--- src/rtl/dx_stage_ctrl.sv ---
// ---------------------------------------------------------------------------
// dx_stage_ctrl
//
// Decode/execute pipeline register and hazard controller. It sits directly
// downstream of the opcode decoder and holds the X-stage copy of the
// instruction, its PC+1 and the eight decoded control bits.
//
// It does three things:
//   - inserts a bubble into X on a load-use hazard (1-cycle penalty),
//   - inserts a bubble into X when a taken branch/jump is flushed,
//   - sequences the multi-cycle multdiv unit (start pulse, then stall the
//     front end until the unit reports its result ready).
//
// Ports
//   clock           in   rising-edge system clock
//   reset           in   asynchronous, active-high reset
//   fd_insn[31:0]   in   instruction currently in F/D
//   fd_pc[31:0]     in   PC+1 of fd_insn
//   fd_ctrl[7:0]    in   {Rwe,br,DMwe,ALUinB,Rwd,j_sig,jr_sig,jal_sig}
//   flush           in   taken branch/jump resolved in X; squash fd_insn
//   data_resultRDY  in   multdiv done
//   data_exception  in   multdiv exception, valid with data_resultRDY
//   dx_insn[31:0]   out  X-stage instruction
//   dx_pc[31:0]     out  X-stage PC+1
//   dx_ctrl[7:0]    out  X-stage control bundle (same order as fd_ctrl)
//   stall_fd        out  hold PC and F/D register
//   ctrl_MULT       out  one-cycle multdiv start, multiply
//   ctrl_DIV        out  one-cycle multdiv start, divide
//   md_exc          out  last mul/div raised an exception
//   stall_cycles    out  count of stalled clock edges
//
// Build option
//   DX_STALL_COUNT_EN  when defined, stall_cycles counts every clock edge
//                      with stall_fd=1 (wrapping); otherwise it is tied to 0.
// ---------------------------------------------------------------------------
module dx_stage_ctrl #(
    parameter logic [31:0] NOP_INSN = 32'h0000_0000,
    parameter logic [4:0]  MUL_OP   = 5'b00110,
    parameter logic [4:0]  DIV_OP   = 5'b00111
) (
    input  logic        clock,
    input  logic        reset,
    input  logic [31:0] fd_insn,
    input  logic [31:0] fd_pc,
    input  logic [7:0]  fd_ctrl,
    input  logic        flush,
    input  logic        data_resultRDY,
    input  logic        data_exception,
    output logic [31:0] dx_insn,
    output logic [31:0] dx_pc,
    output logic [7:0]  dx_ctrl,
    output logic        stall_fd,
    output logic        ctrl_MULT,
    output logic        ctrl_DIV,
    output logic        md_exc,
    output logic [31:0] stall_cycles
);

    typedef enum logic [1:0] {
        S_IDLE,
        S_START,
        S_WAIT
    } md_state_t;

    // What the X register does on the coming edge.
    typedef enum logic [1:0] {
        X_HOLD,
        X_BUBBLE,
        X_LOAD
    } x_sel_t;

    localparam int CTRL_RWD = 3;  // Rwd bit position: set only for lw

    md_state_t state, next_state;
    x_sel_t    x_sel;

    // ---------------- instruction field decode ----------------
    logic [4:0] fd_opcode, fd_rd, fd_rs, fd_rt, fd_aluop;
    logic [4:0] dx_opcode, dx_rd, dx_aluop;

    assign fd_opcode = fd_insn[31:27];
    assign fd_rd     = fd_insn[26:22];
    assign fd_rs     = fd_insn[21:17];
    assign fd_rt     = fd_insn[16:12];
    assign fd_aluop  = fd_insn[6:2];
    assign dx_opcode = dx_insn[31:27];
    assign dx_rd     = dx_insn[26:22];
    assign dx_aluop  = dx_insn[6:2];

    logic fd_is_r, fd_reads_rd, fd_is_md;
    logic dx_is_mul, dx_is_div;
    logic load_use, md_hold;

    assign fd_is_r = (fd_opcode == 5'b00000);

    // sw, bne, jr and blt read the register named in the rd field.
    assign fd_reads_rd = (fd_opcode == 5'b00111) || (fd_opcode == 5'b00010) ||
                         (fd_opcode == 5'b00100) || (fd_opcode == 5'b00110);

    assign fd_is_md  = fd_is_r && ((fd_aluop == MUL_OP) || (fd_aluop == DIV_OP));
    assign dx_is_mul = (dx_opcode == 5'b00000) && (dx_aluop == MUL_OP);
    assign dx_is_div = (dx_opcode == 5'b00000) && (dx_aluop == DIV_OP);

    // A lw in X writing a non-zero register that F/D is about to read.
    assign load_use = dx_ctrl[CTRL_RWD] && (dx_rd != 5'd0) &&
                      ((dx_rd == fd_rs) ||
                       (fd_is_r && (dx_rd == fd_rt)) ||
                       (fd_reads_rd && (dx_rd == fd_rd)));

    // X holds a mul/div whose result is not yet available.
    assign md_hold = (state == S_START) || ((state == S_WAIT) && !data_resultRDY);

    // ---------------- next-state / output logic ----------------
    // NOTE: every signal driven here gets a default first so that no path
    // leaves it unassigned, which would otherwise infer a latch.
    always_comb begin
        next_state = state;
        x_sel      = X_LOAD;
        stall_fd   = 1'b0;
        ctrl_MULT  = 1'b0;
        ctrl_DIV   = 1'b0;

        // X register source, in priority order. A held mul/div cannot have
        // produced a flush, so flush is ignored while holding.
        if (md_hold) begin
            x_sel    = X_HOLD;
            stall_fd = 1'b1;
        end else if (flush) begin
            x_sel = X_BUBBLE;
        end else if (load_use) begin
            x_sel    = X_BUBBLE;
            stall_fd = 1'b1;
        end

        case (state)
            S_IDLE: begin
                if (x_sel == X_LOAD && fd_is_md) next_state = S_START;
            end
            S_START: begin
                ctrl_MULT  = dx_is_mul;
                ctrl_DIV   = dx_is_div;
                next_state = S_WAIT;
            end
            S_WAIT: begin
                // A mul/div following directly behind restarts the unit
                // rather than passing through IDLE.
                if (data_resultRDY)
                    next_state = (x_sel == X_LOAD && fd_is_md) ? S_START : S_IDLE;
            end
            default: next_state = S_IDLE;
        endcase
    end

    // ---------------- state and X-stage registers ----------------
    // NOTE: sequential state uses non-blocking assignments so every register
    // samples the pre-edge values regardless of statement order.
    always_ff @(posedge clock or posedge reset) begin
        if (reset) begin
            state <= S_IDLE;
        end else begin
            state <= next_state;
        end
    end

    always_ff @(posedge clock or posedge reset) begin
        if (reset) begin
            dx_insn <= NOP_INSN;
            dx_pc   <= 32'h0;
            dx_ctrl <= 8'h00;
        end else begin
            case (x_sel)
                X_LOAD: begin
                    dx_insn <= fd_insn;
                    dx_pc   <= fd_pc;
                    dx_ctrl <= fd_ctrl;
                end
                X_BUBBLE: begin
                    // Control forced to zero: the decoder asserts Rwe for
                    // opcode 00000, so the NOP word alone is not harmless.
                    dx_insn <= NOP_INSN;
                    dx_pc   <= fd_pc;
                    dx_ctrl <= 8'h00;
                end
                default: ;  // hold
            endcase
        end
    end

    // Exception flag: captured when the unit reports ready, then kept until
    // X next advances onto something that is not a mul/div.
    always_ff @(posedge clock or posedge reset) begin
        if (reset) begin
            md_exc <= 1'b0;
        end else if (state == S_WAIT && data_resultRDY) begin
            md_exc <= data_exception;
        end else if (x_sel == X_BUBBLE || (x_sel == X_LOAD && !fd_is_md)) begin
            md_exc <= 1'b0;
        end
    end

    // ---------------- optional stall counter ----------------
`ifdef DX_STALL_COUNT_EN
    always_ff @(posedge clock or posedge reset) begin
        if (reset) begin
            stall_cycles <= 32'h0;
        end else if (stall_fd) begin
            stall_cycles <= stall_cycles + 32'd1;  // wraps naturally
        end
    end
`else
    assign stall_cycles = 32'h0;
`endif

    // Instruction bits this block has no use for.
    logic unused_bits;
    assign unused_bits = &{1'b0, fd_insn[11:7], fd_insn[1:0],
                           dx_insn[21:7], dx_insn[1:0]};

endmodule
--- config.mk ---
export PLATFORM = sky130hd
export DESIGN_NAME = dx_stage_ctrl
export DESIGN_NICKNAME = d
export VERILOG_FILES = /design/src/rtl/dx_stage_ctrl.sv
export SDC_FILE = /design/constraint.sdc
export NUM_CORES = 1
export LEC_CHECK = 0
export BUFFER_PORTS_ARGS = -buffer_cell sky130_fd_sc_hd__buf_2
export CAP_MARGIN = 20
export CORE_MARGIN = 2
export CORE_UTILIZATION = 48
export DETAILED_ROUTE_END_ITERATION = 12
export PLACE_DENSITY = 0.85
export SETUP_SLACK_MARGIN = 0.1
export SLEW_MARGIN = 15
export SYNTH_ARGS = -nofsm -noshare
export SYNTH_HDL_FRONTEND = slang
export SYNTH_SLANG_ARGS = --single-unit
--- constraint.sdc ---
create_clock -name clock -period 7.24 [get_ports clock]
set_input_delay 0.362 -clock clock [delete_from_list [all_inputs] [get_ports clock]]
set_output_delay 0.362 -clock clock [all_outputs]
set_load 0.02 [all_outputs]
==> results.yml, run 1 <==
route:
  routed_wl_um: 7860
  initialDrtViolationCount: 119
  wl_per_cell_um: 14.5
  vias: 2625
  ant_nets: 0
  drcViolationCount: 0
  via_per_inst: 4.83
  dr.pass1.iters: 4
place:
  place_ws_ns: 3.75
  gp_congestion: 0.886
  port-buffer-count: 152
  dp_hpwl_um: 5700
synth:
  yosysWarnings: 0
  ys_ff_latch: 75
  avgSynthCellArea_um2: 11.6
  syn_area_um2: 3420
  ys_types: 33
  synthCells: 294
  yosysSeqAreaShare_pct: 54.9
setup_path:
  reg2reg_depth: 7
  crit_type: "flop to flop"
  worstPathArrival_ns: 3.41
  cp-end-kind: "flop"
  start_kind: "flop"
  required_ns: 7.45
  cp_max_fo: 93
worst_hold_path:
  hold_path_depth: 2
  hold_class: "input pin to flop"
cells_and_area:
  final_common_cell: "buf_2"
  insertedDiodeCount: 0
  mostFrequentLayoutCells: "buf_2, dfrtp_1, mux2_2"
  drive_above_1_share_pct: 46.7
  nNetsFinal: 522
  areaGrowthSynthToFinish_pct: 27.5
clock_tree:
  post-cts-setup-buffers: 0
  cts_hold_buf: 0
  h-tree-depth: 3
  cts_sinks: 75
  clkLatencyLatePin_ns: 0.33
  cts.clk_slew.worst_paths_ns: 0.08
  ctsResizeCount: 0
  cts_root_buf: "clkbuf_8"
  cts-buffers-inserted: 9
  clk_path_buf_depth: 2
  cts_tree: "built"
power:
  power.density_nw_per_um2: 282
  ir_worst_vdd_uv: 145
  leakage_nw: 2.23
timing:
  finalCriticalPeriod_ns: 3.19
  period_share_pct: 44.1
  fin_skew_ns: 0.00677
  fin_ws_ns: 4.05
  rsz0062_at_grt: "false"
  max_clock_freq_ghz: 0.313
  fin_tns_setup_ns: 0
  finalSetupViolations: 0
  hold_violations: 0
  relSlewSlack_pct: 38.0
  tightest_slew_ns: 0.929
  report.final.slew_viol_count: 0
die:
  die_w_um: 88.4
  dieHeight_um: 88.4
  core_area_um2: 6830
  rows: 30
  dieArea_um2: 7820
  initial_core_util_pct: 50.1
  ios: 185
run_status:
  outcome: "finished, final reports clean"
run:
  cap_viol_max_count: 0
global_route:
  grt_max_degree: 94
  track_usage_pct: 19.8
  grt_pass1_vias: 2583
  antenna_found_initial: 0
  grt-ovfl-total: 0
  grt_pass1_wl_um: 12000
==> cell families (layout without fill, tap and decap cells) <==
group,Yosys count,after routing,share of synthesized area (%)
compound gates,49,49,9.80
buf+inv,51,174,9.22
fa+ha+maj,2,2,0.731
other cells,1,32,0.110
simple gates,68,68,10.6
xor+xnor,15,15,3.84
flops,75,75,54.9
mux,33,33,10.9
==> flip-flops by register name, summed over array words and instances (netlist names) <==
name,flops
state,2
md_exc,1
dx_pc,32
dx_ctrl,8
dx_insn,32
==> cells in the mapped netlist, drive strengths merged <==
| cell type | n | area [um2] |
|---|---|---|
| nor2 | 7 | 28.8 |
| dfrtp | 75 | 1880 |
| nand2 | 23 | 86.3 |
| nand3b | 1 | 7.51 |
| nand4b | 1 | 8.76 |
| clkbuf | 11 | 41.3 |
| a22o | 20 | 175 |
| nand4 | 3 | 18.8 |
| nor2b | 1 | 6.26 |
| a21oi | 2 | 13.8 |
| buf | 35 | 255 |
| nand3 | 2 | 10.0 |
| a21o | 1 | 7.51 |
| nor4b | 2 | 23.8 |
| a31o | 1 | 8.76 |
| nor4 | 2 | 12.5 |
| a2111oi | 1 | 8.76 |
| xnor2 | 5 | 43.8 |
| nand2b | 21 | 131 |
| o21ai | 23 | 115 |
| nor3 | 4 | 20.0 |
| or4 | 1 | 7.51 |
| conb | 1 | 3.75 |
| mux2 | 33 | 372 |
| a31oi | 1 | 6.26 |
| ha | 2 | 25.0 |
| xor2 | 10 | 87.6 |
| inv | 5 | 18.8 |
==> through the flow <==
| stage | util [%] | area, um2 | cells | power, mW | hold slack (ns) |
|---|---|---|---|---|---|
| 6_report | 63.8 | 4360 | 544 | 1.23 | 0.232 |
| 5_1_grt | 63.8 | 4360 | 544 | 1.29 | 0.226 |
| 4_1_cts | 63.8 | 4360 | 544 | 1.24 | 0.220 |
| 3_5_place_dp | 60.6 | 4140 | 528 | 0.894 | 0.467 |
| 3_3_place_gp | 60.6 | 4140 | 528 | 0.883 | 0.462 |
| 2_1_floorplan | - | 3540 | 325 | 0.778 | 0.479 |
==> critical path, stage by stage, from the launching register on <==
cell,delay (ns)
dfrtp_1,0.47
or4_1,0.55
o21ai_1,0.17
a31o_2,0.16
nand3_1,0.13
ha_4,0.91
nor2_2,0.36
a22o_1,0.31
==> cell type report <==
type / count / area (um2)
multi-input cells: 199 / 1360
flip-flops and latches: 75 / 1880
repair buffers: 153 / 768
well taps: 96 / 120
clock inverters: 7 / 92.6
clock buffers: 9 / 124
inverters: 5 / 20.0
fillers: 567 / 2470
==> final timing paths <==
kind,from,slack (ns),to
hold / removal,data_exception,0.23,md_exc
setup reg to reg,dx_insn[23],4.05,dx_insn[7]
min in group asynchronous,reset,0.32,dx_pc[13]
hold reg to reg,dx_insn[18],0.48,dx_insn[18]
max in group asynchronous,reset,6.32,dx_insn[17]
setup / recovery,dx_insn[23],4.05,dx_insn[7]
==> where the power goes <==
group / leakage, nW / switching (mW) / internal, mW / total (mW)
sequential: 0.919 / 0.0477 / 0.489 / 0.537
combinational: 1.21 / 0.210 / 0.137 / 0.348
clock: 0.101 / 0.153 / 0.193 / 0.346
total: 2.23 / 0.411 / 0.819 / 1.23
==> layer usage <==
| layer | vias to the layer above | global-route usage (%) | part of all wire (%) |
|---|---|---|---|
| met5 | - | 0 | 0 |
| met4 | 0 | 8.26 | 1.8 |
| met3 | 13 | 4.29 | 5.9 |
| met2 | 111 | 32.5 | 50 |
| met1 | 1259 | 25.5 | 42 |
| li1 | 1242 | - | - |
Note: power is estimated with default switching activity, not from simulation.
==> inputs of run 2 (changes only) <==
--- a/config.mk
+++ b/config.mk
@@ -8,9 +8,9 @@
 export BUFFER_PORTS_ARGS = -buffer_cell sky130_fd_sc_hd__buf_2
 export CAP_MARGIN = 20
 export CORE_MARGIN = 2
-export CORE_UTILIZATION = 48
+export CORE_UTILIZATION = 40
 export DETAILED_ROUTE_END_ITERATION = 12
-export PLACE_DENSITY = 0.85
+export PLACE_DENSITY = 0.76
 export SETUP_SLACK_MARGIN = 0.1
 export SLEW_MARGIN = 15
 export SYNTH_ARGS = -nofsm -noshare
==> constraint.sdc (replaced) <==
create_clock -name clock -period 2.6 [get_ports clock]
set_input_delay 0.13 -clock clock [delete_from_list [all_inputs] [get_ports clock]]
set_output_delay 0.13 -clock clock [all_outputs]
set_load 0.02 [all_outputs]
==> run 2 against run 1 <==
Hold slack got worse by 0.22 ns. Die area increased by 19%. Wire length increased by 19%. Combinational power increased to 3.4 times the previous value. Register-to-register slack got worse by 4.0 ns. Clock skew increased by 0.0044 ns. First-iteration DRC count decreased by 39%. Global-route usage decreased by 1.7 points. Total power increased to 3.1 times the previous value. Sequential power increased to 2.8 times the previous value. Design area increased by 15%. Critical endpoint is now dx_pc[11]. Largest cell class unchanged.
==> results.yml, run 2 (synthesis results as in run 1) <==
power:
  leakage_nw: 2.57
  ir_worst_vdd_uv: 319
  power.density_nw_per_um2: 754
route:
  vias: 2910
  drcViolationCount: 0
  via_per_inst: 4.84
  wl_per_cell_um: 15.6
  ant_nets: 0
  dr.pass1.iters: 4
  initialDrtViolationCount: 72
  routed_wl_um: 9370
global_route:
  track_usage_pct: 18.1
  antenna_found_initial: 0
  grt-ovfl-total: 0
  grt_max_degree: 60
  grt_pass1_wl_um: 12800
  grt_pass1_vias: 2663
worst_hold_path:
  hold_class: "input pin to flop"
  worstHoldStart: "fd_pc[6]"
  holdPathEnd: "dx_pc[6]"
  hold_path_depth: 2
setup_path:
  worstPathCellList: "xor2_1 > nor4_1 > nand4_1 > a31o_2 > a21oi_4 > ha_4 > buf_8 > clkbuf_16 > mux2_4"
  worstPathArrival_ns: 2.78
  reg2reg_to: "dx_pc[11]"
  critPathBufInv: 2
  cp-end-kind: "flop"
  crit_path_max_incr_delay_ns: 0.45
  reg2reg_depth: 9
  required_ns: 2.83
  cp_max_fo: 8
  start_kind: "flop"
  crit_type: "flop to flop"
  cp_top_family: "simple AND/OR/NAND/NOR gates"
  cp_slowest_cell: "dfrtp_2"
  r2r-start: "dx_insn[24]"
  r2r_slack_ns: 0.05
die:
  die_w_um: 96.5
  rows: 33
  ios: 185
  initial_core_util_pct: 41.4
  core_area_um2: 8260
  dieArea_um2: 9310
  dieHeight_um: 96.5
run_status:
  outcome: "finished, final reports clean"
timing:
  fin_skew_ns: 0.0111
  hold_violations: 0
  rsz0062_at_grt: "true"
  max_clock_freq_ghz: 0.393
  tightest_slew_ns: 0.517
  report.final.slew_viol_count: 0
  finalCriticalPeriod_ns: 2.55
  finalSetupViolations: 0
  relSlewSlack_pct: 65.5
  period_share_pct: 97.9
  fin_tns_setup_ns: 0
  fin_ws_ns: 0.0545
clock_tree:
  cts-buffers-inserted: 9
  h-tree-depth: 3
  clk_path_buf_depth: 2
  clkLatencyLatePin_ns: 0.35
  cts_tree: "built"
  cts.clk_slew.worst_paths_ns: 0.09
  cts_sinks: 75
  cts_root_buf: "clkbuf_8"
cells_and_area:
  utilization_pct: 60.9
  nNetsFinal: 570
  drive_above_1_share_pct: 49.4
  reg_top3: "dx_insn x32, dx_pc x32, dx_ctrl x8"
  areaGrowthSynthToFinish_pct: 46.9
  insertedDiodeCount: 0
  mostFrequentLayoutCells: "buf_2, dfrtp_1, conb_1"
  final_common_cell: "buf_2"
  final_cells: 601
place:
  place_ws_ns: 0.0798
  place_inst: 546
  dp_hpwl_um: 6160
  port-buffer-count: 152
  gp_congestion: 0.865
run:
  cap_viol_max_count: 0
run 2: metal layers:
| metal | up-vias | part of all wire [%] | GRT usage, % |
|---|---|---|---|
| met5 | - | 0 | 0 |
| met4 | 0 | 1.6 | 7.28 |
| met3 | 14 | 7.2 | 4.58 |
| met2 | 113 | 51 | 30.7 |
| met1 | 1440 | 40 | 21.9 |
| li1 | 1343 | - | - |
run 2: final cells by class:
type	count	area [um2]
Timing Repair Buffer	201	1330
Tap cell	105	131
Clock buffer	9	124
Fill cell	687	3230
Sequential cell	75	1880
Inverter	5	20.0
Clock inverter	7	121
Multi-Input combinational cell	199	1420
run 2: worst max-delay path by stage:
stage	from	to	slack [ns]	cells past startpoint
after floorplan	dx_insn[24]	dx_pc[0]	0.11	8
after global routing	dx_insn[24]	dx_pc[24]	0.01	9
after global placement	dx_insn[22]	dx_insn[3]	0.17	9
after CTS	dx_insn[25]	dx_ctrl[1]	0.1	9
final	dx_insn[24]	dx_pc[11]	0.05	9
after detailed placement	dx_insn[24]	dx_ctrl[0]	0.08	9
run 2: power breakdown:
group | internal, mW | switching, mW
combinational | 0.538 | 0.655
sequential | 1.36 | 0.128
clock | 0.646 | 0.459
run 2: timing repair:
item / 4_1_cts / 5_1_grt
pin swaps: 2 / 9
endpoints found under the hold margin: 20 / 26
setup endpoints to repair: 41 / 66
hold buffers: 20 / 1
gates resized for setup: 5 / 38
gates cloned: 1 / 4
buffers inserted: 5 / 7
run 2: through the flow:
stage	power [mW]	hold WS, ns	area, um2
floorplan	2.17	0.247	3550
global placement	2.50	0.345	4250
detailed placement	2.53	0.340	4250
CTS	3.70	0.000668	4770
global route	3.99	0.000450	5030
finish	3.79	0.0157	5030
==> inputs of run 3 (changes only) <==
--- a/config.mk
+++ b/config.mk
@@ -5,7 +5,7 @@
 export SDC_FILE = /design/constraint.sdc
 export NUM_CORES = 1
 export LEC_CHECK = 0
-export BUFFER_PORTS_ARGS = -buffer_cell sky130_fd_sc_hd__buf_2
+export BUFFER_PORTS_ARGS = -buffer_cell sky130_fd_sc_hd__clkbuf_2
 export CAP_MARGIN = 20
 export CORE_MARGIN = 2
 export CORE_UTILIZATION = 40
==> run 3 against run 2 <==
Clock skew barely moved. Critical endpoint is now dx_pc[1]. Fmax rose by 2.1%. Hold slack improved by 0.0035 ns. Global-route usage fell by 0.54 points. Critical path type unchanged.
==> results.yml, run 3 (synthesis results as in run 1) <==
cells_and_area:
  mostFrequentLayoutCells: "clkbuf_2, dfrtp_1, mux2_2"
  reg_top3: "dx_insn x32, dx_pc x32, dx_ctrl x8"
  seqCellArea_um2: 1880
  nNetsFinal: 567
  multi_input_area_um2: 1360
  drive_above_1_share_pct: 46.7
  insertedDiodeCount: 0
  final_common_cell: "clkbuf_2"
  fill_cells: 714
  areaGrowthSynthToFinish_pct: 42.8
global_route:
  grt_max_degree: 57
  track_usage_pct: 17.5
  grt-ovfl-total: 0
  antenna_found_initial: 0
  grt_pass1_vias: 2591
  grt_pass1_wl_um: 12400
route:
  wl_met2_um: 4370
  via_per_inst: 4.66
  drcViolationCount: 0
  initialDrtViolationCount: 99
  met1_length_um: 3660
  top_layer: "met4"
  dr_wl_met3_um: 599
  routed_wl_um: 8770
  wl_per_cell_um: 14.7
  vias: 2780
  dr.pass1.iters: 4
  ant_nets: 0
clock_tree:
  cts.clk_slew.worst_paths_ns: 0.08
  clk_path_buf_depth: 2
  cts_tree: "built"
  cts-buffers-inserted: 9
  clkLatencyLatePin_ns: 0.34
  cts_root_buf: "clkbuf_8"
  cts_sinks: 75
  h-tree-depth: 3
setup_path:
  r2r-start: "dx_insn[23]"
  reg2reg_to: "dx_pc[1]"
  crit_type: "flop to flop"
  worstPathArrival_ns: 2.73
  worstPathCellList: "or4_1 > o21ai_2 > a31o_2 > nand3_1 > ha_4 > clkbuf_16 > mux2_2"
  r2r_slack_ns: 0.11
  endpoint: "dx_pc[1]"
  reg2reg_depth: 7
  cp-startpoint: "dx_insn[23]"
  crit_path_max_incr_delay_ns: 0.54
  start_kind: "flop"
  cp_max_fo: 21
  required_ns: 2.84
  cp-end-kind: "flop"
  cp_slowest_cell: "or4_1"
timing:
  hold_violations: 0
  finalCriticalPeriod_ns: 2.49
  fin_skew_ns: 0.0112
  fin_tns_setup_ns: 0
  report.final.slew_viol_count: 0
  tightest_slew_ns: 0.949
  rsz0062_at_grt: "true"
  relSlewSlack_pct: 36.7
  finalSetupViolations: 0
  max_clock_freq_ghz: 0.401
  period_share_pct: 95.9
  fin_ws_ns: 0.107
place:
  place_ws_ns: 0.117
  dp_hpwl_um: 6140
  gp_congestion: 0.808
  port-buffer-count: 152
die:
  initial_core_util_pct: 41.4
  ios: 185
  dieHeight_um: 96.5
  dieArea_um2: 9310
  core_area_um2: 8260
  rows: 33
  die_w_um: 96.5
power:
  power.density_nw_per_um2: 734
  total_power_mw: 3.58
  ir_worst_vdd_uv: 299
  leakage_nw: 2.48
run:
  cap_viol_max_count: 0
worst_hold_path:
  hold_class: "input pin to flop"
run_status:
  outcome: "finished, final reports clean"
run 3: cell types whose count changed in the layout (fill, tap and decap cells not counted), moves of 5 or more:
cell,change
buf_2,-152
mux2_4,-8
o21ai_1,-8
dlygate4sd3_1,+7
mux2_2,+8
o21ai_0,+9
clkbuf_2,+152
buf_4,-5
run 3: how the worst min path moves through the flow:
stage | start | to | slack [ns] | depth (start not counted)
after global placement | reset | dx_insn[14] | 0.34 | 2
after detailed placement | reset | dx_pc[0] | 0.34 | 2
after CTS | fd_pc[3] | dx_pc[3] | 0.0008 | 2
after global routing | fd_pc[19] | dx_pc[19] | 0.0008 | 2
final | fd_pc[13] | dx_pc[13] | 0.02 | 2
after floorplan | data_exception | md_exc | 0.25 | 1
run 3: where the power goes:
group | leakage (nW) | internal [mW] | switching (mW) | total [mW]
clock | 0.106 | 0.538 | 0.434 | 0.972
sequential | 0.914 | 1.36 | 0.135 | 1.50
combinational | 1.46 | 0.482 | 0.629 | 1.11
total | 2.48 | 2.38 | 1.20 | 3.58
run 3: per-layer routing:
layer  vias up  global-route usage [%]
li1       1340                       -
met1      1316                    21.1
met2       112                    30.1
met3        12                    4.03
met4         0                    7.39
met5         -                       0
run 3: per-stage QoR:
step                cell area (um2)  hold WS (ns)  cells  util [%]
CTS                            4720      0.000751    587      57.2
global placement               4240         0.339    545      51.3
global route                   4880      0.000767    597      59.1
detailed placement             4240         0.343    545      51.3
floorplan                      3550         0.247    325         -
finish                         4880        0.0192    597      59.1
run 3: worst max-delay path, delay by kind of cell (launching register included):
| family | cells | cell delay [ns] |
|---|---|---|
| AOI/OAI and AO/OA | 2 | 0.31 |
| adders and majority gates | 1 | 0.40 |
| buffers and inverters | 1 | 0.21 |
| DFF | 1 | 0.46 |
| muxes | 1 | 0.33 |
| and+or+nand+nor | 2 | 0.68 |
run 3: timing repair:
item,in CTS,in global routing
endpoints found under the hold margin,80,1
pin swaps,0,7
cloned,0,5
hold buffers,27,1
gates resized for setup,0,13
setup endpoints to repair,7,67
buffers inserted,0,4
run 3: layout make-up:
| type | instances | area share [%] |
|---|---|---|
| flip-flops and latches | 75 | 38.5 |
| multi-input cells | 199 | 27.9 |
| repair buffers | 198 | 26.1 |
| well taps | 105 | 2.69 |
| clock buffers | 9 | 2.54 |
| clock inverters | 6 | 1.84 |
| inverters | 5 | 0.410 |
